<file path="src/rtl/keypad_scanner.sv">
// keypad_scanner: row-strobed 4x4 active-low keypad scanner with frame-level
// debounce. Emits a one-cycle key_valid pulse and key_code for each accepted
// single-key press, and key_held until the matrix is seen fully released.
module keypad_scanner #(
    parameter int SCAN_DIV        = 50000,
    parameter int DEBOUNCE_FRAMES = 5
) (
    input  logic       clk,
    input  logic       rst,
    output logic [3:0] row_out,
    input  logic [3:0] col_in,
    output logic [3:0] key_code,
    output logic       key_valid,
    output logic       key_held
);

    localparam logic [15:0] DIV_LAST = 16'(SCAN_DIV - 1);
    localparam logic [3:0]  DEB_MAX  = 4'(DEBOUNCE_FRAMES);

    logic [3:0]  r_sync1;
    logic [3:0]  r_sync2;
    logic [15:0] r_div;
    logic [1:0]  r_row;
    logic [11:0] r_snap;      // rows 0..2; row 3 is taken live at frame end
    logic [15:0] r_prev;
    logic [15:0] r_deb;
    logic [3:0]  r_stable;
    logic [3:0]  r_key_code;
    logic        r_key_valid;
    logic        r_key_held;

    logic        w_sample;
    logic        w_frame_end;
    logic [3:0]  w_cols;
    logic [15:0] w_frame;
    logic [3:0]  w_stable_next;
    logic        w_accept;
    logic        w_single;
    logic [3:0]  w_index;

    assign w_sample    = (r_div == DIV_LAST);
    assign w_frame_end = w_sample && (r_row == 2'd3);
    assign w_cols      = ~r_sync2;
    assign w_frame     = {w_cols, r_snap};
    assign w_accept    = w_frame_end && (w_stable_next == DEB_MAX) && (w_frame != r_deb);
    assign w_single    = (w_frame != 16'd0) && ((w_frame & (w_frame - 16'd1)) == 16'd0);

    assign row_out   = ~(4'b0001 << r_row);
    assign key_code  = r_key_code;
    assign key_valid = r_key_valid;
    assign key_held  = r_key_held;

    // Next consecutive-identical-frame count, saturating at DEBOUNCE_FRAMES
    always_comb begin
        w_stable_next = 4'd1;
        if (w_frame == r_prev) begin
            if (r_stable >= DEB_MAX)
                w_stable_next = DEB_MAX;
            else
                w_stable_next = r_stable + 4'd1;
        end
    end

    // Bit index of the pressed key; only meaningful when exactly one bit is set
    always_comb begin
        w_index = 4'd0;
        for (int i = 0; i < 16; i++) begin
            if (w_frame[i])
                w_index = 4'(i);
        end
    end

    // Two-flop synchronizer for the asynchronous column lines
    always_ff @(posedge clk) begin
        if (rst) begin
            r_sync1 <= 4'd0;
            r_sync2 <= 4'd0;
        end else begin
            r_sync1 <= col_in;
            r_sync2 <= r_sync1;
        end
    end

    // Row divider and row pointer; latch each row's pressed columns at its last cycle
    always_ff @(posedge clk) begin
        if (rst) begin
            r_div  <= 16'd0;
            r_row  <= 2'd0;
            r_snap <= 12'd0;
        end else if (w_sample) begin
            r_div <= 16'd0;
            r_row <= r_row + 2'd1;
            case (r_row)
                2'd0:    r_snap[3:0]  <= w_cols;
                2'd1:    r_snap[7:4]  <= w_cols;
                2'd2:    r_snap[11:8] <= w_cols;
                default: ;
            endcase
        end else begin
            r_div <= r_div + 16'd1;
        end
    end

    // Frame-level debounce: count identical frames, accept a new matrix state
    always_ff @(posedge clk) begin
        if (rst) begin
            r_prev   <= 16'd0;
            r_stable <= 4'd0;
            r_deb    <= 16'd0;
        end else if (w_frame_end) begin
            r_prev   <= w_frame;
            r_stable <= w_stable_next;
            if (w_accept)
                r_deb <= w_frame;
        end
    end

    // Key events: single press from idle reports, all-released clears held
    always_ff @(posedge clk) begin
        if (rst) begin
            r_key_code  <= 4'd0;
            r_key_valid <= 1'b0;
            r_key_held  <= 1'b0;
        end else begin
            r_key_valid <= 1'b0;
            if (w_accept) begin
                if ((r_deb == 16'd0) && w_single) begin
                    r_key_valid <= 1'b1;
                    r_key_code  <= w_index;
                    r_key_held  <= 1'b1;
                end else if (w_frame == 16'd0) begin
                    r_key_held <= 1'b0;
                end
            end
        end
    end

endmodule

</file>
<file path="config.mk">
export PLATFORM = sky130hd
export DESIGN_NAME = keypad_scanner
export DESIGN_NICKNAME = d
export VERILOG_FILES = /design/src/rtl/keypad_scanner.sv
export SDC_FILE = /design/constraint.sdc
export NUM_CORES = 1
export LEC_CHECK = 0
export CORE_MARGIN = 4
export CORE_UTILIZATION = 35
export CTS_CLUSTER_SIZE = 12
export DETAILED_ROUTE_END_ITERATION = 6
export GPL_TIMING_DRIVEN = 0
export PLACE_DENSITY = 0.56
export SLEW_MARGIN = 20
export SYNTH_ARGS = -nofsm -noshare
export SYNTH_HDL_FRONTEND = slang
export SYNTH_SLANG_ARGS = --single-unit
</file>
<file path="constraint.sdc">
create_clock -name clk -period 3.25 [get_ports clk]
set_input_delay 0.65 -clock clk [delete_from_list [all_inputs] [get_ports clk]]
set_output_delay 0.65 -clock clk [all_outputs]
set_load 0.02 [all_outputs]
</file>
# Word-level counts from Yosys, hierarchy flattened
# Cells that the tools add are included.
# Widths: inputs -> output; s select.
# classes
n_eq_ne	7
shift	1
n_addsub	4
n_reduce_logical	19
magnitude_cmp	1
muxes	20
n_bitwise	4
# ops
op	count
$mux 4	16
$logic_not 16->1	3
$add 16x1->16 const B	1
$and 16x16->16	1
$eq 16x16->1	1
$eq 16x16->1 const B	1
$ne 16x16->1	1
$reduce_bool 16->1	1
$sub 16x1->16 const B	1
$reduce_and 2->1	6
$not 4->4	2
$logic_and 1x1->1	5
$add 4x1->4 const B	1
$eq 2x2->1 const B	2
$eq 4x3->1 const B	1
$ge 4x3->1 const B	1
$mux 1	4
$reduce_or 2->1	2
$shl 1x2->4 const A	1
$add 2x1->2 const B	1
$eq 2x1->1 const B	1
$logic_not 2->1	1
$reduce_bool 2->1	1
$not 1->1	1
# totals
output_inout_bits	10
register_bits	80

# Longest topological paths before layout
# Gate-level depths: netlist (run 1).
# depth
ltp_word	15
mapped_depth	10

# Least setup slack after synthesis (run 1)
# No wires, ideal clock.
# synth_timing
kind	register -> register
startpoint	register r_div[4]
endpoint	register r_deb[2]
setup_time_ns	0.128
t_arrival_ns	2.133
required_time_ns	3.122
path_stages_with_launch	9
synth_period_minus_slack_ns	2.260
setup_slack_ns	0.990
path_cell_list	dfxtp_1 -> or4_4 -> nor4_4 -> and2_2 -> and4_1 -> buf_4 -> buf_8 -> mux2i_1 -> nor2_1
# synth_between
elab_chain_len	5
# synth_lines
item	line	source
from (decl)	22	logic [15:0] r_div;
from (signal assigned)	100	r_div <= r_div + 16'd1;
$eq 16x16->1 (*)	41	assign w_sample = (r_div == DIV_LAST);
$logic_and 1x1->1 (*)	42	assign w_frame_end = w_sample && (r_row == 2'd3);
$logic_and 1x1->1 (2 in series)	45	assign w_accept = w_frame_end && (w_stable_next == DEB_MAX) && (w_frame != r_deb);
$reduce_and 2->1 (no source line) (*)	-	
to (signal assigned)	114	r_deb <= w_frame;
to (decl)	26	logic [15:0] r_deb;
# Mark *: on every way between the ends. The rest lies on a longest branch, timed or not.
# A chain may end at the register's enable or synchronous reset.

# Worst setup path in the final report (run 1)
# layout_timing
startpoint	register r_snap[0]
endpoint	register r_deb[4]
# layout_between
elab_chain_len	6
# layout_lines
item	line	source
from (decl)	24	logic [11:0] r_snap;
from (signal assigned)	94	2'd0: r_snap[3:0] <= w_cols;
$eq 16x16->1	56	if (w_frame == r_prev) begin
$mux 4	56	
$eq 4x3->1	45	
$logic_and 1x1->1	45	
$logic_and 1x1->1 (*)	45	
$reduce_and 2->1 (no source line) (*)	-	
# Marks and branches as above.

==> key figures, run 1 <==
Yosys
  • Post-Synthesis Cells: 446
  • EDFF count, synth: 0
  • Flops & latches, synth: 80
  • Post-synth top area share: 40.7%
  • Syn nets: 460
  • Post-synthesis cell area: 0.00394 mm^2
  • Largest cells by area after synthesis: dfxtp_1 (41%), nor2_1 (6.3%), xnor2_1 (5.3%)
  • Ys async rst share: 0%
  • Syn Area/Cell: 8.82 um^2
  • Distinct cells, synth: 54
  • Ys Warns: 0
  • Area leader, netlist: dfxtp_1
  • Top_reg_cell synth: dfxtp_1
  • Post-synthesis sequential area ratio: 40.7%

STA
  • Unrepaired setup endpoints after global routing: false
  • Hold Slack: 437 ps
  • Final setup viols: 0
  • Final Skew: 4.98 ps
  • Final hold vios: 0
  • Final worst path period share: 79.7%
  • Max_slew headroom: 53.6%
  • Max Slew Vio Count: 0
  • Fmax: 0.386 GHz
  • Final worst path period need: 2590 ps
  • Worst Tran Pin Value: 695 ps
  • Setup TNS: 0 ps

Route
  • DR WL/cell: 14.9 um
  • Vias per cell: 5.12
  • Drt pass-1 iters: 4
  • Routed WL: 9220 um
  • DRT antenna net count: 0
  • Drt initial violations: 154
  • Drc violations: 0
  • Vias: 3161

Setup path
  • Slowest cell on crit path: nor4_1
  • CP Class: reg -> reg
  • Critical Path Start Type: flip-flop
  • CP Max Fanout: 10
  • Setup crit end kind: flip-flop
  • Reg2reg setup slack: 660 ps
  • Family with the most delay on the worst path: simple AND/OR/NAND/NOR gates
  • Crit-path cells: clkbuf_1 > xnor2_1 > nand4_1 > nor4_1 > and4_1 > buf_4 > buf_8 > mux2i_1 > nor2_1
  • Worst Path Required: 3460 ps
  • CP peak stage delay: 560 ps
  • Buf+Inv Stages, Crit Path: 3
  • Arrival time worst endpoint: 2800 ps

Clocking
  • H-tree level count: 3
  • Setup bufs post-CTS: 0
  • CTS Hold Bufs: 0
  • Total CTS buffers: 9
  • Clock sink count: 80
  • Clock Root Buffer: clkbuf_16
  • Post-CTS sizing: 0
  • Clock transition at path regs: 60 ps
  • TritonCTS clock tree: yes
  • CTS Buffer Depth: 2
  • Worst skew pair latency: 340 ps

Floorplan
  • Core Area: 0.0109 mm^2
  • Die H: 114 um
  • Die Wd: 114 um
  • Placement row count: 38
  • # IOs: 16
  • Die area: 0.0130 mm^2
  • Initial Util: 36.0%

Global route
  • Number of global-route vias before repair: 3193
  • Largest net degree at the start of global routing: 14
  • Grt ovf: 0
  • GRT Overall Usage: 15.0%
  • Initial antenna violation count: 0
  • Global-route wire length before repair: 15600 um

Layout
  • # diodes: 0
  • Share of layout cells above drive strength 1: 10.9%
  • Area grow syn2layout: 16.8%
  • Fin nets: 486
  • Layout Cell Area excl Fill: 0.00460 mm^2
  • Fillcell total: 1116
  • Finished Layout Cells: 617

Job
  • MaxCap Viol Count: 0

Power and ir drop
  • LEAKAGE: 1.66 nW
  • Flop pwr share: 45.3%
  • Psw: 0.000436 W
  • Power share of the clock group: 52.1%
  • Sw frac: 19.9%
  • Comb power frac: 2.6%
  • Cell-internal power: 0.00176 W
  • Peak supply drop: 0.000274 V
  • Power Dens Cells: 477 mW/mm^2
  • Total Power: 0.00219 W

Placement
  • DP Area: 0.00426 mm^2
  • Placed instance count: 601
  • Port bufs: 15
  • Placer Congestion: 0.835
  • DP Wirelength: 6480 um

Hold path
  • Hold Crit Class: reg -> reg

Outcome
  • Outcome: finished, final reports clean
## power groups by stage
stage / Sequential, W / Combinational [W] / Clock, W
3_5_place_dp: 0.00101 / 0.0000582 / 0
2_1_floorplan: 0.00101 / 0.0000369 / 0
3_3_place_gp: 0.00101 / 0.0000580 / 0
5_1_grt: 0.000993 / 0.0000639 / 0.00121
6_report: 0.000992 / 0.0000577 / 0.00114
4_1_cts: 0.000992 / 0.0000586 / 0.00117
## cell usage in the layout, fill, tap and decap left out, drive strengths merged, types with 2 or more instances in the layout
cell type       n
nand4          13
a21o            2
clkinv          2
a22oi           3
ha              8
nor2           66
xor2           23
nor3            6
o41ai           2
o21a            2
a211oi         26
nor4           13
inv            17
bufinv          3
or4             3
a41oi           5
and2            5
dfxtp          80
o31ai           2
nor2b           8
nand2b          2
and3            6
nand2          32
o21ai           5
clkdlybuf4s50  15
and4            4
mux2i          13
or3             2
buf            18
a21oi          18
xnor2          24
clkbuf         27
nand3           9
## kinds of logic (layout without fill, tap and decap cells)
logic type      after synthesis  in the layout  share of synthesized area, %
mux                          14             14                          3.59
flops                        80             80                          40.7
simple gates                174            174                          22.8
xor+xnor                     47             47                          10.5
buf+inv                      52             83                          6.17
compound gates               71             71                          13.7
fa+ha+maj                     8              8                          2.54
## layout make-up
type	count	area, um^2	share of cell area, %
plain buffers	35	179	3.89
clock buffers	10	229	4.98
clock inverters	6	108	2.34
inverters	17	63.8	1.39
multi-input cells	314	2090	45.5
flip-flops and latches	80	1600	34.8
well taps	140	175	3.81
repair buffers	15	150	3.27
## per-stage QoR
step / worst slack [ps] / utilization [%]
6_report: 661 / 42.0
5_1_grt: 455 / 42.0
4_1_cts: 647 / 42.0
3_5_place_dp: 669 / 39.0
3_3_place_gp: 660 / 39.0
2_1_floorplan: 990 / -
## registers in the layout, summed over array words and instances, names as in the netlist
signal,flops
key_code,4
key_held,1
key_valid,1
r_deb,16
r_div,16
r_prev,16
r_row,2
r_snap,12
r_stable,4
r_sync1,4
r_sync2,4
## synthesized netlist by cell type, types with 3 or more instances
library cell / instances
and3_1: 6
xor2_1: 23
nand2_1: 32
a21oi_1: 18
nor4_1: 10
clkbuf_1: 17
inv_1: 17
nand4_1: 13
a211oi_2: 5
mux2i_1: 13
nor3_1: 6
buf_2: 11
a22oi_1: 3
ha_1: 8
a211oi_1: 21
o21ai_0: 5
a41oi_1: 4
and2_2: 4
nand3_1: 9
xnor2_1: 24
nor2_1: 66
dfxtp_1: 80
nor2b_1: 8
## final timing paths
check             startpoint          to  cells after the start
setup reg to reg   r_snap[0]    r_deb[4]                      9
hold reg to reg   r_sync1[1]  r_sync2[1]                      1
setup / recovery   r_snap[0]    r_deb[4]                      9
hold / removal    r_sync1[1]  r_sync2[1]                      1
## routing by layer
metal	vias to the layer above	GRT usage [%]	wire, um
li1	1600	-	-
met1	1489	18.9	4240
met2	56	24.9	4450
met3	16	3.45	397
met4	0	5.94	142
met5	-	0	0
Power figures use the tool's default switching activity.
==> run 2: changes to the inputs <==
==> constraint.sdc (replaced) <==
create_clock -name clk -period 2.4 [get_ports clk]
set_input_delay 0.48 -clock clk [delete_from_list [all_inputs] [get_ports clk]]
set_output_delay 0.48 -clock clk [all_outputs]
set_load 0.02 [all_outputs]
==> key figures, run 2 (same netlist as run 1, synthesis figures left out) <==
STA
  • Final hold vios: 0 (unchanged)
  • Max Slew Vio Count: 0 (unchanged)
  • Worst Tran Pin Value: 725 ps (+29.1 ps)
  • Final worst path period share: 96.3% (+17 points)
  • Final worst path period need: 2310 ps (-277 ps)
  • Fmax: 0.432 GHz (+12%)
  • Slack of the critical path: 87.8 ps (-573 ps)
  • Max_slew headroom: 51.7% (-1.9 points)
  • Final setup viols: 0 (unchanged)
  • Setup TNS: 0 ps (unchanged)
  • Final Skew: 5.36 ps (+0.382 ps)

Setup path
  • Worst R2R Start: r_div[11]
  • Buf+Inv Stages, Crit Path: 2 (-1)
  • Slowest cell on crit path: or4_4
  • Setup crit end kind: flip-flop
  • Worst Path Required: 2600 ps (-860 ps)
  • Crit-path cells: or4_4 > nor4_4 > and2_4 > buf_6 > and4_4 > and4_1 > buf_4 > a211oi_1
  • CP Class: reg -> reg
  • Arrival time worst endpoint: 2510 ps (-290 ps)
  • Family with the most delay on the worst path: simple AND/OR/NAND/NOR gates
  • CP startpoint: r_div[11]
  • CP peak stage delay: 570 ps (about the same)
  • Critical Path Start Type: flip-flop
  • CP Max Fanout: 10 (unchanged)

Global route
  • Number of global-route vias before repair: 3201 (+0.25%)
  • GRT Overall Usage: 15.1% (+0.033 points)
  • Largest net degree at the start of global routing: 14 (unchanged)
  • Global-route wire length before repair: 15600 um (+0.35%)
  • Grt ovf: 0 (unchanged)
  • Initial antenna violation count: 0 (unchanged)

Floorplan
  • Initial Util: 36.0% (unchanged)
  • Core Area: 0.0109 mm^2 (unchanged)
  • Die H: 114 um (unchanged)
  • # IOs: 16 (unchanged)
  • Die area: 0.0130 mm^2 (unchanged)
  • Die Wd: 114 um (unchanged)
  • Placement row count: 38 (unchanged)

Power and ir drop
  • Power Dens Cells: 625 mW/mm^2 (+31%)
  • Peak supply drop: 0.000371 V (+36%)
  • LEAKAGE: 1.74 nW (+5.0%)

Clocking
  • Worst skew pair latency: 340 ps (about the same)
  • CTS Hold Bufs: 0 (unchanged)
  • Clock sink count: 80 (unchanged)
  • Clock Root Buffer: clkbuf_16
  • Clock transition at path regs: 60 ps (about the same)
  • TritonCTS clock tree: yes
  • H-tree level count: 3 (unchanged)
  • CTS Buffer Depth: 2 (unchanged)
  • Total CTS buffers: 9 (unchanged)

Hold path
  • Hold Crit Class: reg -> reg
  • Hold Startpoint: r_sync1[1]

Layout
  • # diodes: 0 (unchanged)
  • Top Registers: r_deb (16), r_div (16), r_prev (16)
  • Fillcell total: 1102 (-1.3%)
  • Commonest cells after routing, fill and taps aside: dfxtp_1 (77), nor2_1 (66), nand2_1 (32)
  • Finished Layout Cells: 622 (+0.81%)
  • Fin nets: 491 (+1.0%)
  • Most common cell after layout, fill and taps aside: dfxtp_1
  • Area grow syn2layout: 20.8%
  • Share of layout cells above drive strength 1: 15.1% (+4.2 points)

Placement
  • Placed instance count: 601 (unchanged)
  • Worst Setup Slack post-DPL: -181 ps (-850 ps)
  • DP Wirelength: 6480 um (unchanged)
  • Port bufs: 15 (unchanged)
  • Placer Congestion: 0.835 (unchanged)

Route
  • Vias: 3185 (+0.76%)
  • DR WL/cell: 15.0 um (+0.63%)
  • Vias per cell: 5.12 (about the same)
  • Drt initial violations: 159 (+3.2%)
  • Drc violations: 0 (unchanged)
  • DRT antenna net count: 0 (unchanged)
  • Drt pass-1 iters: 4 (unchanged)
  • Routed WL: 9360 um (+1.4%)

Job
  • MaxCap Viol Count: 0 (unchanged)

Outcome
  • Outcome: finished, final reports clean
run 2: cell types whose count changed in the layout (fill, tap and decap cells not counted), moves of 2 or more:
cell	change
dfxtp_2	+3
clkbuf_1	-4
nor4_4	+3
nor4_1	-3
buf_1	-2
clkbuf_2	+2
buf_4	+5
and2_4	+2
dfxtp_1	-3
run 2: metal layers:
layer	part of all wire [%]	GRT usage (%)
met3	4.4	3.45
met1	45	18.9
met5	0	0
met4	1.7	5.94
met2	48	25.0
run 2: path summary, 6_finish.rpt:
kind                            slack [ps]  depth (start not counted)     endpoint
worst max-delay path                    90                          8  key_code[2]
worst min register to register         440                          1   r_sync2[1]
worst max register to register          90                          8  key_code[2]
worst min-delay path                   440                          1   r_sync2[1]
run 2: cell type report:
type | instances | area (um^2) | area share [%]
buffer | 33 | 191 | 4.03
clock buffer | 10 | 229 | 4.82
clock inverter | 6 | 108 | 2.26
inverter | 17 | 63.8 | 1.34
multi-input combinational | 314 | 2160 | 45.4
sequential | 80 | 1610 | 33.8
tap | 140 | 175 | 3.69
timing repair buffer | 22 | 220 | 4.63
run 2: repair_timing:
item,in CTS,in global routing
resized for setup,9,14
setup buffers,1,5
pin swaps,2,5
hold endpoints to repair,0,0
cloned,0,1
setup endpoints to repair,32,20
run 2: power by group:
part           leakage, nW  internal (W)  switching, W
logic                0.931     0.0000277     0.0000524
registers            0.648       0.00134    0.00000548
clock network        0.162       0.00101      0.000536
run 2: metrics by stage:
| step | total power [W] | hold slack [ps] | utilization (%) | instance area [um^2] |
|---|---|---|---|---|
| final | 0.00297 | 437 | 43.5 | 4750 |
| after floorplan | 0.00142 | 413 | - | 3940 |
| after CTS | 0.00301 | 443 | 42.4 | 4630 |
| after detailed placement | 0.00145 | 429 | 39.0 | 4260 |
| after global placement | 0.00145 | 419 | 39.0 | 4260 |
| after global routing | 0.00307 | 457 | 43.5 | 4750 |
==> run 3: changes to the inputs <==
--- a/config.mk
+++ b/config.mk
@@ -9,6 +9,7 @@
 export CORE_UTILIZATION = 35
 export CTS_CLUSTER_SIZE = 12
 export DETAILED_ROUTE_END_ITERATION = 6
+export GPL_ROUTABILITY_DRIVEN = 1
 export GPL_TIMING_DRIVEN = 0
 export PLACE_DENSITY = 0.56
 export SLEW_MARGIN = 20
==> results of run 3 <==
No change in the layout: final DEF, timing and power equal those of run 2.
